[src/rtl/cpu_pkg.sv]
// Shared encodings for the execute stage: ALU operations, branch
// conditions, forwarding selects and the EX/MEM register bundle.
package cpu_pkg;

    localparam logic [3:0] ALU_ADD   = 4'b0000;
    localparam logic [3:0] ALU_SUB   = 4'b0001;
    localparam logic [3:0] ALU_AND   = 4'b0010;
    localparam logic [3:0] ALU_OR    = 4'b0011;
    localparam logic [3:0] ALU_XOR   = 4'b0100;
    localparam logic [3:0] ALU_SLT   = 4'b0101;
    localparam logic [3:0] ALU_SLTU  = 4'b0110;
    localparam logic [3:0] ALU_SLL   = 4'b0111;
    localparam logic [3:0] ALU_SRL   = 4'b1000;
    localparam logic [3:0] ALU_SRA   = 4'b1001;
    localparam logic [3:0] ALU_PASSB = 4'b1010;

    localparam logic [2:0] BR_EQ  = 3'b000;
    localparam logic [2:0] BR_NE  = 3'b001;
    localparam logic [2:0] BR_LT  = 3'b100;
    localparam logic [2:0] BR_GE  = 3'b101;
    localparam logic [2:0] BR_LTU = 3'b110;
    localparam logic [2:0] BR_GEU = 3'b111;

    localparam logic [1:0] FWD_REG = 2'b00;
    localparam logic [1:0] FWD_WB  = 2'b01;
    localparam logic [1:0] FWD_MEM = 2'b10;

    typedef struct packed {
        logic [31:0] alu_result;
        logic [31:0] write_data;
        logic [31:0] pc_plus_4;
        logic [4:0]  dr_num;
        logic [1:0]  result_src;
        logic        mem_write;
        logic        reg_write;
        logic        mem_read;
        logic [2:0]  funct3;
    } ex_mem_t;

endpackage

[src/rtl/alu.sv]
// 32-bit integer ALU; shifts use the low five bits of the B operand.
module alu
    import cpu_pkg::*;
(
    input  logic [31:0] SrcA,
    input  logic [31:0] SrcB,
    input  logic [3:0]  ALUControl,
    input  logic        unused_tie,
    output logic [31:0] result
);

    logic [4:0] shamt;
    assign shamt = SrcB[4:0];

    always_comb begin
        result = '0;
        unique case (ALUControl)
            ALU_ADD:   result = SrcA + SrcB;
            ALU_SUB:   result = SrcA - SrcB;
            ALU_AND:   result = SrcA & SrcB;
            ALU_OR:    result = SrcA | SrcB;
            ALU_XOR:   result = SrcA ^ SrcB;
            ALU_SLT:   result = {31'b0, $signed(SrcA) < $signed(SrcB)};
            ALU_SLTU:  result = {31'b0, SrcA < SrcB};
            ALU_SLL:   result = SrcA << shamt;
            ALU_SRL:   result = SrcA >> shamt;
            ALU_SRA:   result = $unsigned($signed(SrcA) >>> shamt);
            ALU_PASSB: result = SrcB;
            default:   result = {31'b0, unused_tie & 1'b0};
        endcase
    end

endmodule

[src/rtl/exec_stage.sv]
// Execute stage: operand forwarding, ALU, branch/jump resolution and
// the EX/MEM pipeline register with stall, flush and reset.
module exec_stage
    import cpu_pkg::*;
(
    input  logic        clk,
    input  logic        reset,
    input  logic        EN,
    input  logic        Flush,
    input  logic [31:0] R_1,
    input  logic [31:0] R_2,
    input  logic [31:0] ImmExt,
    input  logic [31:0] PC,
    input  logic [31:0] PC_plus_4,
    input  logic [4:0]  R_1_num,
    input  logic [4:0]  R_2_num,
    input  logic [4:0]  DR_num,
    input  logic [1:0]  ResultSrc,
    input  logic        MemWrite,
    input  logic        ALUSrc,
    input  logic        RegWrite,
    input  logic        Jump,
    input  logic        Branch,
    input  logic [3:0]  ALUControl,
    input  logic        MemRead,
    input  logic [2:0]  funct3,
    input  logic [1:0]  ForwardA,
    input  logic [1:0]  ForwardB,
    input  logic [31:0] MEM_ALUResult,
    input  logic [31:0] WB_Result,
    output logic        w_PCSrc,
    output logic [31:0] w_PCTarget,
    output logic [4:0]  w_R_1_num,
    output logic [4:0]  w_R_2_num,
    output logic [31:0] ALUResult,
    output logic [31:0] WriteData,
    output logic [31:0] PC_plus_4_M,
    output logic [4:0]  DR_num_M,
    output logic [1:0]  ResultSrc_M,
    output logic        MemWrite_M,
    output logic        RegWrite_M,
    output logic        MemRead_M,
    output logic [2:0]  funct3_M
);

    logic [31:0] src_a;
    logic [31:0] fwd_b;
    logic [31:0] src_b;
    logic [31:0] alu_y;
    logic        cond;
    ex_mem_t     d;
    ex_mem_t     q;

    always_comb begin
        src_a = R_1;
        unique case (ForwardA)
            FWD_WB:  src_a = WB_Result;
            FWD_MEM: src_a = MEM_ALUResult;
            default: src_a = R_1;
        endcase
    end

    always_comb begin
        fwd_b = R_2;
        unique case (ForwardB)
            FWD_WB:  fwd_b = WB_Result;
            FWD_MEM: fwd_b = MEM_ALUResult;
            default: fwd_b = R_2;
        endcase
    end

    assign src_b = ALUSrc ? ImmExt : fwd_b;

    alu u_alu (
        .SrcA       (src_a),
        .SrcB       (src_b),
        .ALUControl (ALUControl),
        .unused_tie (1'b0),
        .result     (alu_y)
    );

    // Branches compare register operands, never the immediate.
    always_comb begin
        cond = 1'b0;
        unique case (funct3)
            BR_EQ:   cond = (src_a == fwd_b);
            BR_NE:   cond = (src_a != fwd_b);
            BR_LT:   cond = ($signed(src_a) < $signed(fwd_b));
            BR_GE:   cond = ($signed(src_a) >= $signed(fwd_b));
            BR_LTU:  cond = (src_a < fwd_b);
            BR_GEU:  cond = (src_a >= fwd_b);
            default: cond = 1'b0;
        endcase
    end

    assign w_PCSrc    = Jump | (Branch & cond);
    assign w_PCTarget = (Jump & ALUSrc) ? ((src_a + ImmExt) & ~32'd1)
                                        : (PC + ImmExt);
    assign w_R_1_num  = R_1_num;
    assign w_R_2_num  = R_2_num;

    assign d = '{
        alu_result: alu_y,
        write_data: fwd_b,
        pc_plus_4:  PC_plus_4,
        dr_num:     DR_num,
        result_src: ResultSrc,
        mem_write:  MemWrite,
        reg_write:  RegWrite,
        mem_read:   MemRead,
        funct3:     funct3
    };

    // A flush only has to kill side effects; data fields keep their value.
    always_ff @(posedge clk) begin
        if (reset) begin
            q <= '0;
        end else if (Flush) begin
            q.reg_write  <= 1'b0;
            q.mem_write  <= 1'b0;
            q.mem_read   <= 1'b0;
            q.result_src <= '0;
            q.dr_num     <= '0;
        end else if (EN) begin
            q <= d;
        end
    end

    assign ALUResult   = q.alu_result;
    assign WriteData   = q.write_data;
    assign PC_plus_4_M = q.pc_plus_4;
    assign DR_num_M    = q.dr_num;
    assign ResultSrc_M = q.result_src;
    assign MemWrite_M  = q.mem_write;
    assign RegWrite_M  = q.reg_write;
    assign MemRead_M   = q.mem_read;
    assign funct3_M    = q.funct3;

endmodule

[config.mk]
export PLATFORM = sky130hd
export DESIGN_NAME = exec_stage
export DESIGN_NICKNAME = d
export VERILOG_FILES = /design/src/rtl/cpu_pkg.sv /design/src/rtl/alu.sv /design/src/rtl/exec_stage.sv
export SDC_FILE = /design/constraint.sdc
export NUM_CORES = 1
export LEC_CHECK = 0
export BUFFER_PORTS_ARGS = -buffer_cell sky130_fd_sc_hd__buf_2
export CAP_MARGIN = 10
export CORE_MARGIN = 2
export CORE_UTILIZATION = 45
export DETAILED_ROUTE_END_ITERATION = 8
export HOLD_SLACK_MARGIN = 0.03
export PLACE_DENSITY = 0.68
export SETUP_SLACK_MARGIN = 0.3
export SLEW_MARGIN = 10
export SYNTH_ARGS = -nofsm -noshare
export SYNTH_HDL_FRONTEND = slang
export SYNTH_SLANG_ARGS = --single-unit
[constraint.sdc]
create_clock -name clk -period 7.3 [get_ports clk]
set_input_delay 0.73 -clock clk [delete_from_list [all_inputs] [get_ports clk]]
set_output_delay 0.73 -clock clk [all_outputs]
set_load 0.005 [all_outputs]
==> qor.txt <==
Status: complete, no violations
CTS tree: done
Fin. max-slew vios: 0
# DRC: 0
Crit path DAT: 5120 ps
Area leader, netlist: ha_1
WL per Instance: 28.29 um
Clk_lat worst skew: 420 ps
Crit path kind: input pin to output pin
Detail Route Antenna Nets: 0
Compound-Gate Fraction of Synth Area: 35.24%
Area contributors post-synth: ha_1 (14%), dfxtp_1 (12%), a21oi_1 (7.9%)
Tmin final: 5846 ps
Std cell rows: 73
Crit path cell chain: buf_2, inv_1, ha_2, o21ai_0, and2_1, fa_1, a211oi_1, o21ai_0, nand3_1, o21ai_0, o21ai_0, nand4_1, a31oi_1, o21ai_0, xnor2_1, mux2i_1, buf_2
Synth cell count leaders: nand2_1 (339), a21oi_1 (288), nor2_1 (232)
Worst-path clk slew: 100 ps
Period utilization: 80.08%
Pin count of the biggest net entering global routing: 78
Starting DRT DRC Count: 2,829
Most frequent cell after synthesis: nand2_1
Post-Synthesis Cells: 2,623
M3 GR Usage: 11.90%
Clk sinks: 109
RSZ-0062 raised after global routing: no
Design area: 0.02096 sq mm
Hold Vio Cnt, Final: 0
Worst vdd ir: 0.1689 mV
#FFs+latches synth: 109
Pre-antenna DRT Iters: 7
Die area: 0.04201 sq mm
Startpoint Class: input pin
Global Route Usage Sum: 45.00%
Met1 usage: 53.21%
Final GP Congestion: 1.027
Post-Syn Area: 0.01817 sq mm
Synthesized Nets: 3,086
Setup TNS: 0 ps
Syn. warnings: 0
Placed Cells: 3,440
CP max stage cell: ha_2
Area of the core: 0.03982 sq mm
Critical Path Max Stage Delay: 780 ps
Worst-Margin Slew: 1295 ps
Crit path top cell by count: o21ai_0
NumNets Final: 3,389
Critical Path Sink Type: output pin
Critical path data required time: 6570 ps
Gates resized, CTS repair: 0
XOR/XNOR share of the synthesized area: 3.421%
Vias in the first global route: 21,200
EDFF count, synth: 0
Syn Area/Cell: 6.929 sq um
Routed WL: 97,910 um
Synth Area in Adders: 14.00%
GR Util met2: 69.62%
Cts hold-fix bufs: 0
Layout cells sized above 1: 19.34%
Gr ovfl total: 0
Maximum operating frequency: 0.1711 GHz
Min-Delay Path Class: flip-flop to flip-flop
Via density: 6.605
Multiplexer share of the synthesized area: 8.853%
GR peak layer: met2
Pwr dens: 173.7 mW/mm^2
Port bufs: 393
Final setup violating endpoints: 0
WP buf/inv: 3
CTS Buffer Depth: 2
Max-cap violations: 0
Simple-gate share of the synthesized area: 18.95%
Worst clock skew: 0 ps
I/O pin cnt: 414
Final Non-Filler Cells: 3,461
Area Growth Syn to Fin: 15.30%
Sequential cell area fraction in the yosys report: 12.01%
Slew headroom: 13.68%
Post-CTS Setup Bufs: 0
Yosys top cell area share: 13.56%
Chip Width: 205.0 um
DP Area: 0.02062 sq mm
First-pass GRT wire length: 139,200 um
Initial antenna violation count: 9
Main flop type after synthesis: dfxtp_1
Die Ht: 205.0 um
Via count: 22,860
Filler cell count in the final layout: 4,148
Distinct cells, synth: 98
Largest fanout on the critical path: 41
Main combinational cell family by area after synthesis: compound AO/OA/AOI/OAI gates
Asr flop ratio synth: 0%
CTS H-tree lvls: 3
Crit path max-delay family: compound AO/OA/AOI/OAI gates
Num CTS Buffers: 9
Clock root buffer: clkbuf_16
Starting Density: 45.64%
Leakage: 0.009713 uW
DP HPWL: 76,600 um
area by class of cell:
class,count,area [sq um],share of cell area (%)
repair buffers,476,2590,12.36
well taps,525,656.9,3.135
inverters,128,485.5,2.317
clock buffers,9,225.2,1.075
flip-flops and latches,109,2182,10.41
multi-input cells,2202,14700,70.16
clock inverters,7,101.3,0.4836
diodes,5,12.51,0.05971
cell usage in the layout (no fill, tap or decap), types with 10 or more instances in the layout:
master,instances
o21ai_1,73
xor2_1,19
a22oi_1,39
buf_4,83
a221oi_1,40
xnor2_1,52
mux2_2,11
dfxtp_1,109
nand3_1,41
nor2_1,231
a31oi_1,26
o22ai_1,21
a221o_1,41
mux2i_1,140
inv_1,121
nand2_1,339
ha_1,196
nand4_1,17
a311oi_1,11
nor2b_1,19
buf_2,393
nor3_1,41
o211ai_1,34
a211oi_1,27
o2111ai_1,10
nand2b_1,18
a21o_1,50
o21a_1,16
o21bai_1,24
and3_1,14
o21ai_0,176
a21oi_1,288
or3_1,17
path summary, 6_finish.rpt:
path                      start        endpoint  slack (ps)  depth (start not counted)
setup / recovery    ForwardA[0]  w_PCTarget[30]        1450                         17
setup reg to reg  ALUResult[22]   ALUResult[22]        4960                          6
hold / removal     ALUResult[9]    ALUResult[9]         460                          2
hold reg to reg    ALUResult[9]    ALUResult[9]         460                          2
through the flow:
stage / hold slack [ps] / utilization, % / power, uW / setup slack, ps
floorplan: 443.7 / - / 2156 / 2272
global placement: 436.1 / 51.76 / 2946 / 1583
detailed placement: 444.9 / 51.77 / 2958 / 1423
CTS: 456.5 / 52.59 / 3548 / 1500
global route: 473.9 / 52.62 / 3816 / 1006
finish: 455.1 / 52.62 / 3641 / 1454
tightest hold or removal path: cells and delay by family (launching register included):
family | cells | cell delay (ps)
DFF | 1 | 320
and+or+nand+nor | 1 | 50
AOI/OAI and AO/OA | 1 | 50
logic make-up after synthesis:
| kind of cell | Yosys count |
|---|---|
| AOI/OAI and AO/OA | 986 |
| xor gates and xnor gates | 71 |
| adders and majority gates | 201 |
| buffers and inverters | 312 |
| DFF | 109 |
| muxes | 156 |
| and+or+nand+nor | 788 |
where the power goes:
| group | total (uW) | leakage (uW) | internal, uW | switching (uW) |
|---|---|---|---|---|
| clock network | 590 | 0.000157 | 255 | 335 |
| logic | 2410 | 0.00867 | 844 | 1570 |
| registers | 638 | 0.000888 | 621 | 16.5 |
layer usage:
metal | vias up | wire (um) | part of all wire [%]
li1 | 10220 | - | -
met1 | 10740 | 35870 | 37
met2 | 1540 | 42420 | 43
met3 | 361 | 10720 | 11
met4 | 8 | 8840 | 9.0
met5 | - | 50 | 0.051
state kept, by name, indices dropped and copies added (netlist names), 2 cells and up:
| register | flops |
|---|---|
| ALUResult | 32 |
| PC_plus_4_M | 32 |
| funct3_M | 3 |
| ResultSrc_M | 2 |
| DR_num_M | 5 |
| WriteData | 32 |
(Power assumes the default switching activity.)
